$ cat src/rtl/alu_pkg.sv
// Shared ALU definitions: operand width, opcodes, flag bit positions and the
// arbiter FSM state encoding.
package alu_pkg;

  localparam int ALU_W = 8;

  localparam logic [2:0] OP_ADD = 3'd0;
  localparam logic [2:0] OP_SUB = 3'd1;
  localparam logic [2:0] OP_AND = 3'd2;
  localparam logic [2:0] OP_OR  = 3'd3;
  localparam logic [2:0] OP_XOR = 3'd4;

  localparam int FLAG_C = 1;
  localparam int FLAG_Z = 0;

  typedef enum logic [1:0] {
    ST_IDLE = 2'd0,
    ST_EXEC = 2'd1,
    ST_RESP = 2'd2
  } arb_state_e;

endpackage

$ cat src/rtl/alu.sv
// 8-bit ALU: ADD/SUB with carry (borrow on SUB), bitwise AND/OR/XOR; any
// other opcode passes x through. Zero flag reflects the 8-bit result.
module alu
  import alu_pkg::*;
(
  input  logic [ALU_W-1:0] x_i,
  input  logic [ALU_W-1:0] y_i,
  input  logic [2:0]       op_i,
  output logic [ALU_W-1:0] r_o,
  output logic [1:0]       flags_o
);

  logic [ALU_W:0] wide;

  always_comb begin
    wide = {1'b0, x_i};
    case (op_i)
      OP_ADD:  wide = {1'b0, x_i} + {1'b0, y_i};
      OP_SUB:  wide = {1'b0, x_i} - {1'b0, y_i};
      OP_AND:  wide = {1'b0, x_i & y_i};
      OP_OR:   wide = {1'b0, x_i | y_i};
      OP_XOR:  wide = {1'b0, x_i ^ y_i};
      default: wide = {1'b0, x_i};
    endcase
  end

  always_comb begin
    flags_o         = '0;
    flags_o[FLAG_C] = wide[ALU_W];
    flags_o[FLAG_Z] = (wide[ALU_W-1:0] == '0);
  end

  assign r_o = wide[ALU_W-1:0];

endmodule

$ cat src/rtl/rr_arbiter.sv
// Combinational round-robin pick: first requester with req & mask set,
// searching from ptr_i+1 and wrapping modulo N.
module rr_arbiter #(
  parameter int N     = 2,
  parameter int IDX_W = 1
) (
  input  logic [N-1:0]     req_i,
  input  logic [N-1:0]     mask_i,
  input  logic [IDX_W-1:0] ptr_i,
  output logic [IDX_W-1:0] winner_o,
  output logic             valid_o
);

  logic [N-1:0] elig;

  assign elig = req_i & mask_i;

  always_comb begin
    winner_o = '0;
    valid_o  = 1'b0;
    // Walk from farthest to nearest so the closest eligible requester wins last.
    for (int i = N; i >= 1; i--) begin
      if (elig[(int'(ptr_i) + i) % N]) begin
        winner_o = IDX_W'((int'(ptr_i) + i) % N);
        valid_o  = 1'b1;
      end
    end
  end

endmodule

$ cat src/rtl/alu_arbiter.sv
// Round-robin sharing of one ALU between N_REQ requesters with a registered,
// id-tagged valid/ready response. Define ALU_ARB_LOCK_EN to add lock_i.
module alu_arbiter
  import alu_pkg::*;
#(
  parameter int N_REQ = 2,
  parameter int ID_W  = 2
) (
  input  logic                   clk_i,
  input  logic                   rst_ni,
  input  logic [N_REQ-1:0]       req_i,
  input  logic [ALU_W*N_REQ-1:0] x_i,
  input  logic [ALU_W*N_REQ-1:0] y_i,
  input  logic [3*N_REQ-1:0]     op_i,
`ifdef ALU_ARB_LOCK_EN
  input  logic [N_REQ-1:0]       lock_i,
`endif
  output logic [N_REQ-1:0]       gnt_o,
  output logic                   rsp_valid_o,
  input  logic                   rsp_ready_i,
  output logic [ID_W-1:0]        rsp_id_o,
  output logic [ALU_W-1:0]       r_o,
  output logic [1:0]             flags_o,
  output logic                   busy_o
);

  arb_state_e       state_q, state_d;
  logic [ID_W-1:0]  ptr_q, ptr_d;
  logic [ID_W-1:0]  id_q, id_d;
  logic [ALU_W-1:0] x_q, x_d;
  logic [ALU_W-1:0] y_q, y_d;
  logic [2:0]       op_q, op_d;
  logic [ALU_W-1:0] r_q, r_d;
  logic [1:0]       flags_q, flags_d;
  logic [ID_W-1:0]  rsp_id_q, rsp_id_d;
  logic             rsp_valid_q, rsp_valid_d;

  logic [N_REQ-1:0] mask;
  logic [ID_W-1:0]  win;
  logic             win_valid;
  int               win_sel;
  logic [ALU_W-1:0] alu_r;
  logic [1:0]       alu_flags;

`ifdef ALU_ARB_LOCK_EN
  logic lock_q, lock_d;

  // While locked only the last response owner (still held in rsp_id_q) is eligible.
  always_comb begin
    mask = '0;
    for (int k = 0; k < N_REQ; k++) begin
      mask[k] = !lock_q || (rsp_id_q == ID_W'(k));
    end
  end
`else
  assign mask = '1;
`endif

  rr_arbiter #(
    .N     (N_REQ),
    .IDX_W (ID_W)
  ) u_rr (
    .req_i    (req_i),
    .mask_i   (mask),
    .ptr_i    (ptr_q),
    .winner_o (win),
    .valid_o  (win_valid)
  );

  assign win_sel = int'(win);

  alu u_alu (
    .x_i     (x_q),
    .y_i     (y_q),
    .op_i    (op_q),
    .r_o     (alu_r),
    .flags_o (alu_flags)
  );

  always_comb begin
    state_d     = state_q;
    ptr_d       = ptr_q;
    id_d        = id_q;
    x_d         = x_q;
    y_d         = y_q;
    op_d        = op_q;
    r_d         = r_q;
    flags_d     = flags_q;
    rsp_id_d    = rsp_id_q;
    rsp_valid_d = rsp_valid_q;
`ifdef ALU_ARB_LOCK_EN
    lock_d      = lock_q;
`endif
    case (state_q)
      ST_IDLE: begin
        if (win_valid) begin
          x_d     = x_i[win_sel*ALU_W +: ALU_W];
          y_d     = y_i[win_sel*ALU_W +: ALU_W];
          op_d    = op_i[win_sel*3 +: 3];
          id_d    = win;
          ptr_d   = win;
          state_d = ST_EXEC;
        end
      end
      ST_EXEC: begin
        r_d         = alu_r;
        flags_d     = alu_flags;
        rsp_id_d    = id_q;
        rsp_valid_d = 1'b1;
        state_d     = ST_RESP;
      end
      ST_RESP: begin
        if (rsp_ready_i) begin
          rsp_valid_d = 1'b0;
          state_d     = ST_IDLE;
`ifdef ALU_ARB_LOCK_EN
          for (int k = 0; k < N_REQ; k++) begin
            if (rsp_id_q == ID_W'(k)) lock_d = lock_i[k];
          end
`endif
        end
      end
      default: state_d = ST_IDLE;
    endcase
  end

  always_ff @(posedge clk_i or negedge rst_ni) begin
    if (!rst_ni) begin
      state_q     <= ST_IDLE;
      ptr_q       <= ID_W'(N_REQ - 1);
      id_q        <= '0;
      x_q         <= '0;
      y_q         <= '0;
      op_q        <= '0;
      r_q         <= '0;
      flags_q     <= '0;
      rsp_id_q    <= '0;
      rsp_valid_q <= 1'b0;
`ifdef ALU_ARB_LOCK_EN
      lock_q      <= 1'b0;
`endif
    end else begin
      state_q     <= state_d;
      ptr_q       <= ptr_d;
      id_q        <= id_d;
      x_q         <= x_d;
      y_q         <= y_d;
      op_q        <= op_d;
      r_q         <= r_d;
      flags_q     <= flags_d;
      rsp_id_q    <= rsp_id_d;
      rsp_valid_q <= rsp_valid_d;
`ifdef ALU_ARB_LOCK_EN
      lock_q      <= lock_d;
`endif
    end
  end

  // Grant is a decode of the EXEC cycle, so it can never outlive that state.
  always_comb begin
    gnt_o = '0;
    for (int k = 0; k < N_REQ; k++) begin
      gnt_o[k] = (state_q == ST_EXEC) && (id_q == ID_W'(k));
    end
  end

  assign rsp_valid_o = rsp_valid_q;
  assign rsp_id_o    = rsp_id_q;
  assign r_o         = r_q;
  assign flags_o     = flags_q;
  assign busy_o      = (state_q != ST_IDLE);

endmodule
$ cat config.mk
export PLATFORM = sky130hd
export DESIGN_NAME = alu_arbiter
export DESIGN_NICKNAME = d
export VERILOG_FILES = /design/src/rtl/alu_pkg.sv /design/src/rtl/alu.sv /design/src/rtl/rr_arbiter.sv /design/src/rtl/alu_arbiter.sv
export SDC_FILE = /design/constraint.sdc
export NUM_CORES = 1
export LEC_CHECK = 0
export ABC_AREA = 1
export CAP_MARGIN = 20
export CORE_ASPECT_RATIO = 0.7
export CORE_UTILIZATION = 30
export CTS_BUF_LIST = sky130_fd_sc_hd__clkbuf_8
export DETAILED_ROUTE_END_ITERATION = 12
export GPL_TIMING_DRIVEN = 0
export PLACE_DENSITY_LB_ADDON = 0.12
export SYNTH_ARGS = -nofsm -noshare
export SYNTH_HDL_FRONTEND = slang
export SYNTH_HIERARCHICAL = 1
export SYNTH_SLANG_ARGS = --single-unit
$ cat constraint.sdc
create_clock -name clk_i -period 3.2 [get_ports clk_i]
set_input_delay 0.48 -clock clk_i [delete_from_list [all_inputs] [get_ports clk_i]]
set_output_delay 0.48 -clock clk_i [all_outputs]
set_load 0.005 [all_outputs]
======== Word-level counts from Yosys, hierarchy flattened ========
Cells that the tools add are included.
cells by class
  reductions and logical operators ........ 11
  equality and inequality tests ........... 9
  shifts and indexed selects .............. 3
  $lt $le $gt $ge ......................... 2
  bitwise operators ....................... 5
  add/subtract/negate cells ............... 4
  multipliers ............................. 1
  multiplexer cells ....................... 16
operators with widths
  cell                                                                   count
  9-bit case mux with 5 select lines                                     1
  16-bit by 6-bit indexed part select with 8-bit output                  2
  8-bit by 8-bit adder with 9-bit output                                 1
  1-bit 2-to-1 mux                                                       9
  8-bit by 8-bit subtractor with 9-bit output                            1
  8-bit AND                                                              1
  8-bit logical NOT                                                      1
  2-bit 2-to-1 mux                                                       4
  8-bit bitwise OR                                                       1
  8-bit bitwise XOR                                                      1
  3-bit by 2-bit equality test with 1-bit output, second input constant  2
  2-bit by 3-bit < comparator with 1-bit output, second input constant   2
  2-bit case mux with 3 select lines                                     1
  2-bit AND reduction                                                    3
  6-bit by 5-bit indexed part select with 3-bit output                   1
  2-bit by 1-bit equality test with 1-bit output, second input constant  2
  2-bit logical NOT                                                      2
  2-bit by 2-bit multiplier with 4-bit output, second input constant     1
  2-bit nonzero test                                                     2
  3-bit by 1-bit equality test with 1-bit output, second input constant  1
  3-bit equality test, second input constant                             1
  3-bit logical NOT                                                      1
  1-bit adder, second input constant                                     2
  1-bit AND, first input constant                                        2
  other kinds (5)                                                        6
storage, ports and cells
  output and inout port bits .............. 16
  input port bits ......................... 43
  register bits after elaboration ......... 37
  word-level logic and storage cells ...... 61

======== Logic depth before layout (Yosys ltp) ========
Gate-level depths: netlist of the first run.
  word-level depth ........................ 9
  mapped depth ............................ 21
  mapped depth without buffers ............ 21

======== By module ========
The synthesis of the first run kept the hierarchy.
modules (own cells, without submodules)
  module       seq. area each (um^2)  times used  cells an instance  area each (um^2)
  alu_arbiter  927.1                  1           223                1757.9
  alu          0.0                    1           231                1255.0
  rr_arbiter   0.0                    1           9                  38.8

======== Worst setup path after synthesis of the first run ========
Ideal clock, no wire load.
  path kind ............................... register -> register
  start point ............................. reg op_q[1]
  end point ............................... reg flags_q[1] (netlist: flags_o[1])
  stages on the path, launching flop included .. 19
  setup slack ............................. 0.924 ns
  data arrival time ....................... 2.159 ns
  path through ............................ dfrtp_1 > inv_2 > nand3_2 > inv_1 > or2_2 > xor2_1 > ha_1 > nand2_1 > nand2_1 > nand2_1 > nand3_1 > nand2_1 > nand2_1 > a21oi_1 > nand2_1 > nand2_1 > nor2_1 > nand2_1 > nand2_1
on the way
  word-level cells in the longest chain between the ends .. 2
ends and longest elaborated chain
  what                                               RTL line            text
  from (decl)                                        alu_arbiter.sv:32   logic [2:0] op_q, op_d;
  from (signal assigned)                             alu_arbiter.sv:148  op_q <= op_d;
  3-bit equality test, or another cell as far along  alu.sv:17           case (op_i)
  9-bit case mux with 5 select lines *               alu.sv:17
  named net alu_flags[1]                             alu_arbiter.sv:43   logic [1:0] alu_flags;
  to (signal assigned)                               alu_arbiter.sv:150  flags_q <= flags_d;
  to (decl)                                          alu_arbiter.sv:34   logic [1:0] flags_q, flags_d;
The timed path passes the listed nets; every way through them passes the cells marked *.
A chain may end at the register's enable or synchronous reset.

======== Worst setup path after layout of the first run ========
  start point ............................. reg y_q[2]
  end point ............................... reg flags_q[1] (netlist: flags_o[1])
on the way
  word-level cells in the longest chain between the ends .. 2
ends and longest elaborated chain
  what                                                                                                          RTL line              text
  from (decl)                                                                                                   alu_arbiter.sv:31     logic [ALU_W-1:0] y_q, y_d;
  from (signal assigned)                                                                                        alu_arbiter.sv:147    y_q <= y_d;
  8-bit by 8-bit subtractor with 9-bit output / 8-bit by 8-bit adder with 9-bit output (equally long branches)  alu.sv:19, alu.sv:18
  9-bit case mux with 5 select lines *                                                                          alu.sv:17
  named net alu_flags[1]                                                                                        alu_arbiter.sv:43
Marked as above.

==> results of run 1 <==
## layout make-up
| class | count | area [sq um] |
|---|---|---|
| Timing Repair Buffer | 58 | 575.6 |
| Clock inverter | 2 | 33.78 |
| Sequential cell | 37 | 927.1 |
| Tap cell | 128 | 160.2 |
| Multi-Input combinational cell | 352 | 1788 |
| Buffer | 13 | 102.6 |
| Inverter | 63 | 241.5 |
| Fill cell | 1063 | 5886 |
| Clock buffer | 6 | 82.58 |
## cells in the final DEF (no fill, tap or decap), drive strengths merged
| cell | instances |
|---|---|
| bufinv | 1 |
| conb | 4 |
| a21oi | 5 |
| or2 | 1 |
| xor2 | 6 |
| nand3 | 45 |
| dfrtp | 36 |
| o21ai | 8 |
| o211ai | 2 |
| clkdlybuf4s50 | 57 |
| fa | 1 |
| dfstp | 1 |
| xnor2 | 1 |
| nor3 | 4 |
| buf | 14 |
| ha | 25 |
| nand2 | 222 |
| nor2 | 22 |
| nand3b | 1 |
| clkbuf | 6 |
| o211a | 1 |
| inv | 64 |
| nand4 | 3 |
| a41oi | 1 |
## per-stage QoR
step / hold slack, ns / instance area, sq um / utilization (%)
after detailed placement: 0.4592 / 3795 / 38.74
after global placement: 0.4542 / 3800 / 38.79
after global routing: 0.3420 / 3911 / 39.92
final: 0.2885 / 3911 / 39.92
after floorplan: 0.1844 / 3059 / -
after CTS: 0.3090 / 3911 / 39.92
## sequential cells by signal (all words and copies together) (netlist names)
register	flops
x_q	8
op_q	3
r_o	8
rsp_valid_o	1
ptr_q	2
y_q	8
rsp_id_o	2
id_q	1
flags_o	2
state_q	2
## worst max-delay path, cell delays in order (launching register included)
cell	delay, ns
dfrtp_1	0.46
nor3_1	0.43
nand2_1	0.09
nand2_1	0.09
xor2_1	0.17
inv_1	0.06
ha_1	0.35
nand2_1	0.11
inv_1	0.05
nand2_1	0.07
nand3_1	0.07
nand2_1	0.08
nand2_1	0.06
a21oi_1	0.16
nor2_1	0.06
nor2_1	0.24
nand2_1	0.11
nand2_1	0.07
## worst paths after layout
check,to,slack (ns),depth (start not counted),start
setup / recovery,flags_o[1],0.39,17,y_q[2]
hold / removal,r_o[6],0.29,1,rst_ni
setup reg to reg,flags_o[1],0.39,17,y_q[2]
hold reg to reg,ptr_q[0],0.47,2,ptr_q[0]
max in group asynchronous,x_q[7],2.37,1,rst_ni
min in group clk_i,ptr_q[0],0.47,2,ptr_q[0]
## where the power goes
group	total (mW)	internal [mW]	leakage [nW]	switching (mW)
registers	0.898	0.672	0.478	0.226
clock network	0.422	0.251	0.0626	0.171
logic	2.95	1.16	1.63	1.80
## routing by layer
| layer | wire (microns) | share of wire [%] | up-vias | global-route usage (%) |
|---|---|---|---|---|
| met4 | 42 | 0.54 | 0 | 2.661 |
| met3 | 414 | 5.3 | 4 | 3.421 |
| met1 | 4219 | 54 | 1287 | 23.44 |
| li1 | - | - | 1543 | - |
| met5 | 0 | 0 | - | 0 |
| met2 | 3071 | 40 | 59 | 20.84 |
## cell families (layout without fill, tap and decap cells)
group	after synthesis	after routing	share of synthesized area, %
and+or+nand+nor	298	298	41.82
buffers and inverters	76	142	11.28
DFF	37	37	30.38
adders and majority gates	26	26	10.91
AOI/OAI and AO/OA	17	17	3.362
xor gates and xnor gates	7	7	2.009
other	2	4	0.2461
==> metrics.md, run 1 <==
| Metric | Value |
|---|---|
| Outcome | finished clean |
| Post-synth top cells | nand2_1, inv_1, nand3_1 |
| Post-Synthesis Cells | 463 |
| Core region area | between 9000 and 10000 sq um |
| Hold Buf Count CTS | 0 |
| CTS buffer count | 5 |
| Final Hold Viols | 0 |
| Setup WS post-layout | roughly 0.4 ns |
| Post-Synthesis Cell Area | ~3100 sq um |
| Cell row count | 30 |
| First-pass GRT wire length | 12260 microns |
| Dpl hpwl | between 6000 and 7000 microns |
| CTS H-tree lvls | 2 |
| Layout net count | about 600 |
| Drt via density | ~4.4 |
| Top cell type's share of synthesized area | 29.52% |
| Achievable frequency | 355.7 MHz |
| Total die area | roughly 11000 sq um |
| Number of enable flip-flop cells after synthesis | 0 |
| Most used DFF post-synth | dfrtp_1 |
| Sequential area share after synthesis | 30.38% |
| Final Power | about 4.3 mW |
| Worst-path clk slew | around 0.080 ns |
| Residual DRC count | 0 |
| Max_cap viols | 0 |
| Ant diodes | 0 |
| GPL Wtd Cong | 0.8329 |
| Initial Util | 31.15% |
| RSZ-0062 raised after global routing | no |
| # clock sinks | 37 |
| Die W | approximately 120 microns |
| Die Y | 86.39 microns |
| DRT iter0 DRCs | between 100 and 150 |
| Syn. warnings | 6 |
| Worst slew margin | between 40% and 50% |
| Critical path class | reg2reg |
| Max FO, Critical Path | 6 |
| Gr usage total | ~15% |
| Distinct cells, synth | 31 |
| Yosys reg bits | 37 |
| CP Launch Type | flop |
| Leakage | about 2.2 nW |
| Final Max Slew Viols | 0 |
| Hold Crit Class | in2async |
| Clock Skew | roughly 0.0083 ns |
| Pin count of the biggest net entering global routing | 38 |
| DRT Pass-1 Iters | 4 |
| Ratio of cells with drive above 1 in the final layout | a little under a tenth |
| VDD IR-drop max | 0.3636 mV |
| Post-synth ARST share | 100.0% |
| CP Data Required Time | 3.43 ns |
| IO Port Bufs | 58 |
| Synth area leaders | dfrtp_1, nand2_1, ha_1 |
| Critical path arrival | about 3.0 ns |
| Avg WL per Cell | 11.76 microns |
| Clock Tree Buf Depth | 2 |
| Non-Filler Instances | about 660 |
| Largest area contributor in the netlist | dfrtp_1 |
| Area grow syn2layout | 28.17% |
| Post-CTS Setup Repair Bufs | 0 |
| Fin crit share | between 80% and 90% |
| PostCTS Resize Cnt | 0 |
| CP Capture Type | flop |
| Final setup fails | 0 |
| Drt total wl | 7747 microns |
| Syn_area_per_cell | approximately 6.6 sq um |
| Post-DRT Antenna Nets | 0 |
| Total placed cells including tap cells | between 600 and 700 |
| Setup TNS | 0 ns |
| Slew @ Worst Pin | 0.8481 ns |
| IO Pins | 59 |
| Minimum clock period | about 2.8 ns |
| Vias post-DR | 2893 |
| Dpl ws | 0.4419 ns |
| Root Driver | clkbuf_8 |
| GR Overflow Total | 0 |
| CTS tree | done |
| P per Cell Area | 1093 nW/um^2 |
| Number of global-route vias before repair | roughly 2500 |
| Clock Latency Late Sink | 0.30 ns |
| Count leader, synth | nand2_1 |
| Initial antenna violation count | 0 |
(Power assumes the default switching activity.)
==> run 2: changes to the inputs <==
--- a/config.mk
+++ b/config.mk
@@ -10,6 +10,7 @@
 export CORE_ASPECT_RATIO = 0.7
 export CORE_UTILIZATION = 30
 export CTS_BUF_LIST = sky130_fd_sc_hd__clkbuf_8
+export CTS_CLUSTER_DIAMETER = 120
 export DETAILED_ROUTE_END_ITERATION = 12
 export GPL_TIMING_DRIVEN = 0
 export PLACE_DENSITY_LB_ADDON = 0.12
==> results of run 2 <==
Same layout as run 1: the final DEF is identical, and so are final timing and power.
==> run 3: changes to the inputs <==
--- a/config.mk
+++ b/config.mk
@@ -5,14 +5,12 @@
 export SDC_FILE = /design/constraint.sdc
 export NUM_CORES = 1
 export LEC_CHECK = 0
-export ABC_AREA = 1
 export CAP_MARGIN = 20
 export CORE_ASPECT_RATIO = 0.7
 export CORE_UTILIZATION = 30
 export CTS_BUF_LIST = sky130_fd_sc_hd__clkbuf_8
 export CTS_CLUSTER_DIAMETER = 120
 export DETAILED_ROUTE_END_ITERATION = 12
-export GPL_TIMING_DRIVEN = 0
 export PLACE_DENSITY_LB_ADDON = 0.12
 export SYNTH_ARGS = -nofsm -noshare
 export SYNTH_HDL_FRONTEND = slang
==> run 3 against run 2 <==
First-iteration DRC count rose by 21%; sequential share of layout area grew 1.8 points; critical path depth down 4; sequential power up 4.9%; clock power decreased by 20%; register-to-register slack got worse by 0.16 ns; final cell count shrank 28%; cell area down 7.1%; worst setup slack lost 0.16 ns; hold slack improved by 0.014 ns.
==> metrics.md, run 3 <==
| Metric | Value |
|---|---|
| Slew @ Worst Pin | slightly below 0.9 ns |
| Cell row count | 29 |
| RSZ-0062 raised after global routing | no |
| Clock Skew | a little under 0.007 ns |
| Count leader, synth | dfrtp_1 |
| Largest area contributor in the netlist | dfrtp_1 |
| Max FO, Critical Path | 5 |
| Root Driver | clkbuf_8 |
| Post-synth ARST share | 100.0% |
| Outcome | finished clean |
| Ant diodes | 0 |
| DRT iter0 DRCs | between 100 and 150 |
| Dpl hpwl | approximately 5300 microns |
| Post-Synthesis Cell Area | ~2800 sq um |
| Worst reg2reg path startpoint | y_q[0] |
| CP Data Required Time | roughly 3.4 ns |
| Synth area leaders | dfrtp_1, ha_1, mux2i_1 |
| Die Y | roughly 83 microns |
| Number of enable flip-flop cells after synthesis | 0 |
| Avg WL per Cell | around 14 microns |
| Post-Synthesis Cells | ~290 |
| Fin crit share | between 90% and 100% |
| Drt via density | between 4 and 5 |
| Ratio of cells with drive above 1 in the final layout | between 10% and 20% |
| CTS H-tree lvls | 2 |
| Final Power | between 4 and 5 mW |
| Gr usage total | between 10 and 15% |
| Hold Crit Class | in2async |
| CTS tree | done |
| Most used DFF post-synth | dfrtp_1 |
| Hold Buf Count CTS | 0 |
| Initial Util | about 31% |
| Commonest non-fill, non-tap cell in the layout | clkdlybuf4s50_1 |
| CP Launch Type | flop |
| Final Hold Viols | 0 |
| Pin count of the biggest net entering global routing | 38 |
| Worst slew margin | between 40 and 50% |
| Post-DRT Antenna Nets | 0 |
| Core region area | 9144 sq um |
| Setup TNS | 0 ns |
| CTS buffer count | 5 |
| Final setup fails | 0 |
| Final Max Slew Viols | 0 |
| Total die area | slightly below 10000 sq um |
| Vias post-DR | between 2000 and 2500 |
| DRT Pass-1 Iters | 4 |
| Top cell type's share of synthesized area | a little under a third |
| Clock Latency Late Sink | about 0.29 ns |
| Sequential area share after synthesis | about a third |
| Layout fillers | 940 |
| # clock sinks | 37 |
| Distinct cells, synth | approximately 50 |
| Drt total wl | roughly 6800 microns |
| Max_cap viols | 0 |
| Worst flop-to-flop path endpoint | flags_o[0] |
| Achievable frequency | around 340 MHz |
| First-pass GRT wire length | 11600 microns |
| Leakage | roughly 1.6 nW |
| Initial antenna violation count | 0 |
| Layout net count | approximately 420 |
| Critical path class | reg2reg |
| Residual DRC count | 0 |
| Syn_area_per_cell | approximately 9.9 sq um |
| CP Capture Type | flop |
| IO Port Bufs | 58 |
| Reg2Reg Setup Slack | about 0.23 ns |
| IO Pins | 59 |
| VDD IR-drop max | approximately 0.37 mV |
| Worst-path clk slew | around 0.08 ns |
| Die W | approximately 120 microns |
| Post-synth top cells | dfrtp_1, ha_1, inv_1 |
| Minimum clock period | about 3.0 ns |
| GR Overflow Total | 0 |
| Syn. warnings | 6 |
| Number of global-route vias before repair | about 2200 |
| Yosys reg bits | 37 |
| GPL Wtd Cong | 0.7905 |
| Commonest cells after routing, fill and taps aside | clkdlybuf4s50_1, dfrtp_1, inv_1 |
| WHS | between 0.3 and 0.4 ns |
| R2R cell count | 13 |
| P per Cell Area | approximately 1200 nW/um^2 |
| Area grow syn2layout | 27.83% |
| Critical path arrival | between 3 and 4 ns |
| Clock Tree Buf Depth | 2 |
[run 3: cell types whose count changed in the layout (fill, tap and decap cells not counted), moves of 6 or more]
cell / before / now
a21oi_1: 5 / 12
inv_1: 57 / 26
inv_2: 6 / 0
mux2_2: 0 / 8
mux2_4: 0 / 7
mux2i_1: 0 / 24
nand2_1: 216 / 17
nand3_1: 39 / 0
nand3_2: 6 / 0
o21ai_0: 7 / 14
o2bb2ai_1: 0 / 19
[run 3: what timing repair did]
action | in CTS | in global routing
resized for setup | 0 | 2
endpoints found under the setup margin | 0 | 2
buffers inserted | 0 | 0
[run 3: critical path, stage by stage, from the launching register on]
cell     delay [ns]
dfrtp_1        0.44
inv_1          0.11
ha_1           0.30
nand2_1        0.05
o21ai_0        0.12
buf_4          0.16
fa_1           0.45
nor2b_4        0.15
o31a_1         0.19
o21ai_2        0.08
o32a_1         0.18
o21ai_0        0.27
nor4b_2        0.09
mux2_4         0.26
[run 3: area by class of cell]
type                    instances  area (sq um)  share of cell area [%]
multi-input cells             213          1718                   47.30
well taps                     124         155.1                   4.271
repair buffers                 68         650.6                   17.91
inverters                      25         93.84                   2.584
clock buffers                   5         68.82                   1.895
clock inverters                 3         18.77                  0.5167
flip-flops and latches         37         927.1                   25.53
[run 3: routing by layer]
metal	global-route usage [%]	part of all wire, %
met1	25.07	58
met2	18.40	36
met3	3.777	6.4
met4	2.448	0.31
met5	0	0
[run 3: metrics by stage]
stage	std cells	utilization [%]	setup slack, ns	area (sq um)
global placement	467	38.71	0.1618	3540
CTS	475	39.67	0.1631	3627
floorplan	290	-	0.3752	2849
detailed placement	467	38.71	0.1907	3540
global route	475	39.72	0.003706	3632
finish	475	39.72	0.2334	3632
[run 3: cell families after synthesis]
group | count (synthesis) | synth area share [%]
adders and majority gates | 26 | 11.71
xor gates and xnor gates | 8 | 2.466
buffers and inverters | 40 | 7.574
AOI/OAI and AO/OA | 77 | 18.98
and+or+nand+nor | 59 | 11.05
other | 2 | 0.2643
DFF | 37 | 32.63
muxes | 39 | 15.32
[run 3: where the power goes]
| group | switching [mW] | total, mW | internal (mW) |
|---|---|---|---|
| Combinational | 1.48 | 2.99 | 1.51 |
| Clock | 0.187 | 0.338 | 0.151 |
| Sequential | 0.253 | 0.942 | 0.689 |
| Total | 1.92 | 4.27 | 2.35 |
[run 3: worst max path at each step]
stage	from	endpoint	slack (ns)	cells after the start
global placement	y_q[2]	flags_o[0]	0.16	13
floorplan	op_q[0]	flags_o[0]	0.38	13
detailed placement	y_q[0]	flags_o[0]	0.19	14
CTS	y_q[0]	flags_o[0]	0.16	14
global route	y_q[0]	flags_o[0]	0.004	13
finish	y_q[0]	flags_o[0]	0.23	13
